[src/rtl/bus_xcvr_ctl.sv]
// Bus-cycle sequencer for a 74LS245-style transceiver: direction setup, strobe
// with ack wait states, data hold and a turnaround cycle. All outputs registered.
module bus_xcvr_ctl #(
    parameter int SETUP_CYC = 1,
    parameter int MIN_WAIT  = 2,
    parameter int TIMEOUT   = 16
) (
    input  logic       clk,
    input  logic       reset_n,
    input  logic       req,
    input  logic       rw,
    input  logic [7:0] wdata,
    output logic       busy,
    output logic       done,
    output logic       err,
    output logic [7:0] rdata,
    output logic       xcvr_dr,
    output logic       xcvr_cs_n,
    output logic [7:0] a_out,
    output logic       a_oe,
    input  logic [7:0] a_in,
    output logic       strobe_n,
    input  logic       ack_n
);

    localparam int CW = $clog2(TIMEOUT + 1);

    typedef enum logic [2:0] {IDLE, SETUP, STROBE, HOLD, TURN} state_t;

    state_t          state_q, state_d;
    logic [CW-1:0]   cnt_q, cnt_d;
    logic            rw_q, rw_d;
    logic            err_q, err_d;
    logic            ack_meta_q, ack_s_q;
    logic [7:0]      rdata_q, rdata_d;
    logic [7:0]      a_out_q, a_out_d;
    logic            busy_q, busy_d;
    logic            done_q, done_d;
    logic            err_out_q, err_out_d;
    logic            dr_q, dr_d;
    logic            cs_n_q, cs_n_d;
    logic            a_oe_q, a_oe_d;
    logic            strobe_n_q, strobe_n_d;
    logic            drive_en;

    always_comb begin
        state_d = state_q;
        cnt_d   = '0;
        rw_d    = rw_q;
        err_d   = err_q;
        rdata_d = rdata_q;
        a_out_d = a_out_q;
        case (state_q)
            IDLE: begin
                if (req) begin
                    rw_d    = rw;
                    a_out_d = wdata;
                    state_d = SETUP;
                end
            end
            SETUP: begin
                cnt_d = cnt_q + 1'b1;
                // ack_s must have returned high so a stale ack cannot end the next strobe
                if (int'(cnt_q) >= SETUP_CYC - 1 && ack_s_q) begin
                    state_d = STROBE;
                    cnt_d   = '0;
                end else if (int'(cnt_q) == TIMEOUT - 1) begin
                    state_d = TURN;
                    err_d   = 1'b1;
                end
            end
            STROBE: begin
                cnt_d = cnt_q + 1'b1;
                if (int'(cnt_q) >= MIN_WAIT - 1 && !ack_s_q) begin
                    state_d = HOLD;
                    err_d   = 1'b0;
                    if (rw_q) rdata_d = a_in;
                end else if (int'(cnt_q) == TIMEOUT - 1) begin
                    state_d = HOLD;
                    err_d   = 1'b1;
                end
            end
            HOLD: state_d = TURN;
            TURN: begin
                state_d = IDLE;
                err_d   = 1'b0;
            end
            default: state_d = IDLE;
        endcase

        // Outputs are decoded from the next state so the registered pins line up with the state.
        drive_en   = (state_d == SETUP) || (state_d == STROBE) || (state_d == HOLD);
        dr_d       = drive_en && !rw_d;
        a_oe_d     = drive_en && !rw_d;
        cs_n_d     = !((state_d == STROBE) || (state_d == HOLD));
        strobe_n_d = (state_d != STROBE);
        busy_d     = (state_d != IDLE);
        done_d     = (state_d == TURN);
        err_out_d  = (state_d == TURN) && err_d;
    end

    always_ff @(posedge clk or negedge reset_n) begin
        if (!reset_n) begin
            state_q    <= IDLE;
            cnt_q      <= '0;
            rw_q       <= 1'b0;
            err_q      <= 1'b0;
            ack_meta_q <= 1'b1;
            ack_s_q    <= 1'b1;
            rdata_q    <= '0;
            a_out_q    <= '0;
            busy_q     <= 1'b0;
            done_q     <= 1'b0;
            err_out_q  <= 1'b0;
            dr_q       <= 1'b0;
            cs_n_q     <= 1'b1;
            a_oe_q     <= 1'b0;
            strobe_n_q <= 1'b1;
        end else begin
            state_q    <= state_d;
            cnt_q      <= cnt_d;
            rw_q       <= rw_d;
            err_q      <= err_d;
            ack_meta_q <= ack_n;
            ack_s_q    <= ack_meta_q;
            rdata_q    <= rdata_d;
            a_out_q    <= a_out_d;
            busy_q     <= busy_d;
            done_q     <= done_d;
            err_out_q  <= err_out_d;
            dr_q       <= dr_d;
            cs_n_q     <= cs_n_d;
            a_oe_q     <= a_oe_d;
            strobe_n_q <= strobe_n_d;
        end
    end

    assign busy      = busy_q;
    assign done      = done_q;
    assign err       = err_out_q;
    assign rdata     = rdata_q;
    assign xcvr_dr   = dr_q;
    assign xcvr_cs_n = cs_n_q;
    assign a_out     = a_out_q;
    assign a_oe      = a_oe_q;
    assign strobe_n  = strobe_n_q;

endmodule
[config.mk]
export PLATFORM = sky130hd
export DESIGN_NAME = bus_xcvr_ctl
export DESIGN_NICKNAME = d
export VERILOG_FILES = /design/src/rtl/bus_xcvr_ctl.sv
export SDC_FILE = /design/constraint.sdc
export NUM_CORES = 1
export LEC_CHECK = 0
export BUFFER_PORTS_ARGS = -buffer_cell sky130_fd_sc_hd__buf_2
export CORE_ASPECT_RATIO = 1.2
export CORE_UTILIZATION = 45
export DETAILED_ROUTE_END_ITERATION = 12
export GPL_TIMING_DRIVEN = 0
export PLACE_DENSITY = 0.71
export SLEW_MARGIN = 20
export SYNTH_ARGS = -nofsm -noshare
export SYNTH_HDL_FRONTEND = slang
export SYNTH_SLANG_ARGS = --single-unit
[constraint.sdc]
create_clock -name clk -period 4.6 [get_ports clk]
set_input_delay 0.69 -clock clk [delete_from_list [all_inputs] [get_ports clk]]
set_output_delay 0.69 -clock clk [all_outputs]
set_load 0.005 [all_outputs]
==> impl_metrics.csv, run 1 <==
group,metric,value,unit
sta,hold_ws,0.3644,ns
grt,antenna_found_initial,0,
synthesis,synthDistinctLibCells,34,
setup_path,required,4.86,ns
floorplanning,die_width,53.82,um
floorplanning,die_h,64.19,um
layout,fillCellCount,270,
sta,tightest_slew,0.7221,ns
clock_network,cts_buffers,5,
hold_path,hold_depth,0,
synthesis,netlist_instances,108,
clock_network,path_clk_slew,0.09,ns
setup_path,cp-start-kind,"flip-flop",
sta,rsz0062_at_grt,"false",
flow_run,cap_violations,0,
floorplanning,dieArea,3454,sq um
clock_network,cts_setup_buffers,0,
setup_path,worstSetupEndpointType,"flip-flop",
setup_path,rr_startpoint,"cnt_q[0]",
layout,area_growth,22.35,%
layout,fin_util,0.5807,
grt,grt_max_degree,35,
grt,grt_overflow,0,
power_and_ir_drop,seq_power_share,0.461,
drt,wl_per_cell,12.42,um
synthesis,syn_avg_cell_area,13.43,sq um
floorplanning,core-area,3055,sq um
place,io_buffers,43,
drt,drt_iter0_drc,9,
clock_network,cts.sinks,34,
clock_network,insertion_delay,0.34,ns
grt,grt_pass1_vias,927,
drt,wirelength,2.421,mm
floorplanning,io_pins,44,
layout,final_nets,182,
run_status,status,"finished clean",
setup_path,regToRegSetupSlack,2.63,ns
setup_path,r2r_cells,7,
power_and_ir_drop,leakage,0.0008776,uW
synthesis,mappedNetlistArea,1450,sq um
synthesis,yosys_warnings,0,
floorplanning,rows,22,
power_and_ir_drop,switchingPower,314.4,uW
setup_path,cp_common_cell,"ha_1",
synthesis,ys_ff_latch,34,
sta,maxClockFrequency,507.9,MHz
sta,finalSetupViolCount,0,
clock_network,cts_buffer_depth,2,
hold_path,min_to,"ack_s_q",
grt,grt_pass1_wl,4.043,mm
sta,fin_tns_setup,0,ns
setup_path,arrival,2.23,ns
setup_path,slowest_stage,"or4b_1",
layout,n_antenna_cell,0,
sta,drv_slew,0,
setup_path,path_max_fanout,5,
setup_path,worstReg2RegEnd,"state_q[0]",
clock_network,cts_htree_levels,2,
sta,period_needed,1.969,ns
clock_network,cts-root-buf,"clkbuf_4",
power_and_ir_drop,p_clk_frac,0.171,
drt,vias_per_cell,5.062,
drt,ant_nets,0,
synthesis,synth-seq-area-share,0.5902,
sta,min_period_over_period,0.4280,
hold_path,hold_start,"ack_meta_q",
power_and_ir_drop,swShare,0.3114,
layout,final_layout_size_suffix_gt1_frac,0.5094,
power_and_ir_drop,power_frac_comb,0.368,
drt,drc,0,
setup_path,slowest_delay,0.48,ns
setup_path,crit_buf_inv,0,
sta,relSlewSlack,0.5186,
place,hpwl,1.815,mm
power_and_ir_drop,ir_drop,0.3680,mV
grt,grt_usage,0.1715,
drt,vias,987,
setup_path,cp_top_family,"simple AND/OR/NAND/NOR gates",
place,gp_congestion,0.7939,
drt,drt-pass1-iter-count,5,
layout,finalInstanceArea,1774,sq um
clock_network,cts_tree,"built",
clock_network,cts_resized,0,
synthesis,synth_nets,132,
setup_path,crit_chain,"ha_1 -> and3_1 -> ha_1 -> or4b_1 -> a21oi_1 -> a211oi_1 -> nor2_1",
setup_path,crit_type,"flip-flop to flip-flop",
sta,skew,0.01098,ns
clock_network,ctsHoldBuffers,0,
place,placed_area,1710,sq um
floorplanning,start_util,0.4746,
sta,finalHoldViolations,0,
power_and_ir_drop,p_per_area,569.1,nW/um^2
power_and_ir_drop,intPower,695.3,uW
hold_path,hold_path_class,"flip-flop to flip-flop",
## power groups by stage
stage               logic [uW]  clock network, uW  registers, uW
finish                     372                172            465
global route               417                192            482
CTS                        379                180            468
detailed placement         378                  0            474
global placement           369                  0            467
floorplan                  230                  0            479
## layout by cell type, fill, tap and decap left out, types with 3 or more instances in the layout
master    synthesis  final
clkbuf_4          0      5
buf_2             0     43
dfrtp_1          30     30
inv_1             3      3
a21oi_1           3      3
ha_1              3      3
mux2_2           15     15
nand2b_1          3      3
buf_6             3      3
nor2_1           13     13
nor3b_1           3      3
dfstp_2           4      4
## cell usage after synthesis, drive strengths merged
| library cell | instances | area [sq um] |
|---|---|---|
| dfrtp | 30 | 750.7 |
| mux2 | 17 | 198.9 |
| nor2 | 13 | 48.80 |
| buf | 4 | 41.29 |
| dfstp | 4 | 105.1 |
| nand2b | 4 | 32.53 |
| a21oi | 3 | 15.01 |
| ha | 3 | 37.54 |
| inv | 3 | 11.26 |
| nor3b | 3 | 22.52 |
| and3 | 2 | 12.51 |
| nand2 | 2 | 7.510 |
| nor3 | 2 | 15.01 |
| o21ai | 2 | 10.01 |
| a211oi | 1 | 7.510 |
| a21o | 1 | 7.510 |
| and2 | 1 | 6.260 |
| and3b | 1 | 8.760 |
| clkbuf | 1 | 3.750 |
| nand3 | 1 | 5.000 |
| nand3b | 1 | 7.510 |
| nor2b | 1 | 6.260 |
| nor4 | 1 | 6.260 |
| nor4b | 1 | 23.77 |
| o22a | 1 | 8.760 |
| o311ai | 1 | 16.27 |
| or2 | 1 | 6.260 |
| or4b | 1 | 10.01 |
| xnor2 | 1 | 8.760 |
| xor2 | 1 | 8.760 |
## metal layers
layer | routed length [um] | vias up | track usage | part of all wire
met5 | 0 | - | 0 | 0
met4 | 70 | 0 | 0.09868 | 0.029
met3 | 156 | 5 | 0.06667 | 0.064
met2 | 1284 | 33 | 0.2701 | 0.53
met1 | 910 | 481 | 0.1897 | 0.38
li1 | - | 468 | - | -
## metrics by stage
step	power [uW]	setup WS (ns)	instances
global route	1091	2.488	195
finish	1010	2.631	195
global placement	836.0	2.635	187
CTS	1027	2.622	195
floorplan	709.4	2.783	108
detailed placement	852.7	2.618	187
## registers in the layout, indices dropped and copies added (netlist names), 3 cells and up
| signal | flops |
|---|---|
| rdata | 8 |
| state_q | 3 |
| a_out | 8 |
| cnt_q | 5 |
## cell type report
type / count / area (sq um) / share of cell area
plain buffers: 5 / 45.04 / 0.02539
clock inverters: 2 / 12.51 / 0.007052
well taps: 36 / 45.04 / 0.02539
repair buffers: 43 / 215.2 / 0.1213
inverters: 3 / 11.26 / 0.006347
clock buffers: 6 / 51.30 / 0.02891
multi-input cells: 66 / 538.0 / 0.3032
flip-flops and latches: 34 / 855.8 / 0.4824
## how the worst max path moves through the flow
stage              from          to  cells past startpoint
2_1_floorplan  cnt_q[0]  state_q[0]                      7
5_1_grt        cnt_q[0]  state_q[0]                      7
6_report       cnt_q[0]  state_q[0]                      7
3_5_place_dp        req        a_oe                      4
3_3_place_gp        req        a_oe                      4
4_1_cts        cnt_q[0]  state_q[0]                      7
## cell families after synthesis
| kind of cell | synth area share |
|---|---|
| simple gates | 0.1510 |
| flops | 0.5902 |
| mux | 0.1372 |
| compound gates | 0.04487 |
| buf+inv | 0.03882 |
| fa+ha+maj | 0.02589 |
| xor+xnor | 0.01208 |
No activity file was read; power rests on OpenSTA's default activity.
==> inputs of run 2 (changes only) <==
--- a/config.mk
+++ b/config.mk
@@ -10,7 +10,7 @@
 export CORE_UTILIZATION = 45
 export DETAILED_ROUTE_END_ITERATION = 12
 export GPL_TIMING_DRIVEN = 0
-export PLACE_DENSITY = 0.71
+export PLACE_DENSITY = 0.74
 export SLEW_MARGIN = 20
 export SYNTH_ARGS = -nofsm -noshare
 export SYNTH_HDL_FRONTEND = slang
==> constraint.sdc (replaced) <==
create_clock -name clk -period 1.6 [get_ports clk]
set_input_delay 0.24 -clock clk [delete_from_list [all_inputs] [get_ports clk]]
set_output_delay 0.24 -clock clk [all_outputs]
set_load 0.005 [all_outputs]
==> impl_metrics.csv, run 2 (synthesis gave the netlist of run 1 again) <==
group,metric,value,unit
sta,finalSetupViolCount,9,
place,io_buffers,43,
clock_network,path_clk_slew,0.11,ns
clock_network,cts_buffer_depth,2,
layout,fillCellCount,245,
setup_path,path_max_fanout,4,
sta,hold_ws,0.1261,ns
run_status,violations,"setup timing",
floorplanning,die_width,53.82,um
setup_path,required,1.87,ns
drt,vias_per_cell,5.160,
place,hpwl,1.940,mm
layout,multiInputGateArea,606.8,sq um
power_and_ir_drop,p_per_area,1615,nW/um^2
flow_run,cap_violations,0,
setup_path,crit_buf_inv,0,
layout,n_antenna_cell,0,
sta,drv_slew,0,
clock_network,cts-root-buf,"clkbuf_4",
drt,ant_nets,0,
sta,min_period_over_period,1.152,
clock_network,cts_buffers,5,
layout,final_common_cell,"buf_2",
floorplanning,die_h,64.19,um
drt,vias,1063,
hold_path,hold_path_class,"input port to flip-flop",
place,gp_congestion,0.8236,
grt,grt_usage,0.1898,
sta,setup_ws,-0.2429,ns
drt,drt_iter0_drc,18,
grt,grt_max_degree,35,
layout,layout_common_cells,"buf_2, dfrtp_1, mux2_2",
drt,met2_length,1.587,mm
clock_network,cts_htree_levels,2,
drt,routed-wl-met3,185,um
setup_path,slowest_delay,0.48,ns
drt,drc,0,
setup_path,crit_type,"flip-flop to flip-flop",
grt,grt_overflow,0,
sta,maxClockFrequency,542.6,MHz
sta,skew,0.01219,ns
sta,fin_tns_setup,-0.8310,ns
setup_path,worstSetupEndpointType,"flip-flop",
drt,top_layer,"met4",
sta,finalHoldViolations,0,
grt,antenna_found_initial,0,
clock_network,cts_tree,"built",
clock_network,insertion_delay,0.34,ns
layout,finalInstanceArea,1947,sq um
floorplanning,start_util,0.4746,
setup_path,cp_top_family,"simple AND/OR/NAND/NOR gates",
drt,wirelength,2.877,mm
drt,drt-pass1-iter-count,4,
run_status,status,"finished, violations left",
place,placed_area,1730,sq um
setup_path,crit_chain,"ha_2 -> and3_4 -> ha_4 -> or4b_4 -> a21oi_2 -> a211oi_1 -> nor2_1",
sta,period_needed,1.843,ns
layout,ff_latch_area,855.8,sq um
drt,wl_per_cell,13.97,um
power_and_ir_drop,ir_drop,0.9852,mV
sta,relSlewSlack,0.5253,
layout,area_growth,34.25,%
sta,tightest_slew,0.7120,ns
floorplanning,rows,22,
setup_path,slowest_stage,"or4b_4",
floorplanning,dieArea,3454,sq um
floorplanning,core-area,3055,sq um
setup_path,cp-start-kind,"flip-flop",
setup_path,arrival,2.12,ns
layout,final_nets,193,
clock_network,cts.sinks,34,
grt,grt_pass1_vias,1042,
drt,wirelength_met1,1.091,mm
grt,grt_pass1_wl,4.623,mm
power_and_ir_drop,leakage,0.0009491,uW
layout,final_layout_size_suffix_gt1_frac,0.5941,
layout,fin_util,0.6372,
floorplanning,io_pins,44,
sta,rsz0062_at_grt,"true",
## run 2: cell types whose count changed in the layout (fill, tap and decap cells not counted), sizes merged
cell	change
buf	+9
dlygate4sd3	+2
## run 2: final timing paths
kind,from,to,slack [ns],depth (start not counted)
max,cnt_q[1],state_q[0],-0.24,7
min,a_in[1],rdata[1],0.13,2
max reg2reg,cnt_q[1],state_q[0],-0.24,7
min reg2reg,ack_meta_q,ack_s_q,0.37,0
max in group asynchronous,reset_n,cnt_q[4],0.65,2
min in group asynchronous,reset_n,state_q[0],0.49,2
## run 2: per-stage QoR
step	std cells	setup WS, ns	power, uW
floorplan	108	-0.1166	2041
global placement	187	-0.2054	2400
detailed placement	187	-0.2362	2475
CTS	204	-0.2024	3082
global route	206	-0.2904	3365
finish	206	-0.2429	3144
## run 2: worst register-to-register path, cell delays in order, from the launching register on
cell and delay [ns]:
dfrtp_1 0.43, ha_2 0.21, and3_4 0.18, ha_4 0.15, or4b_4 0.48, a21oi_2 0.15
a211oi_1 0.09, nor2_1 0.11
## run 2: timing repair
| item | CTS | global route |
|---|---|---|
| setup buffers | 7 | 2 |
| endpoints found under the setup margin | 21 | 15 |
| gates resized for setup | 6 | 6 |
| hold endpoints to repair | 31 | 0 |
| pin swaps | 7 | 4 |
| hold buffers | 2 | 0 |
## run 2: layout make-up
cell class              instances  area share
plain buffers                   5     0.02314
clock buffers                   6     0.02635
clock inverters                 2    0.006427
inverters                       3    0.005784
multi-input cells              66      0.3117
flip-flops and latches         34      0.4396
well taps                      36     0.02314
repair buffers                 54      0.1639
## run 2: where the power goes
| part | leakage, uW | total [uW] | internal (uW) | switching, uW |
|---|---|---|---|---|
| Sequential | 0.000424 | 1350 | 1180 | 173 |
| Clock | 0.0000343 | 506 | 211 | 294 |
| Combinational | 0.000491 | 1280 | 739 | 546 |
| Total | 0.000949 | 3140 | 2130 | 1010 |
## run 2: metal layers
metal / track usage / vias up
met5: 0 / -
met4: 0.04934 / 0
met3: 0.07857 / 2
met2: 0.3210 / 41
li1: - / 488
met1: 0.2124 / 532
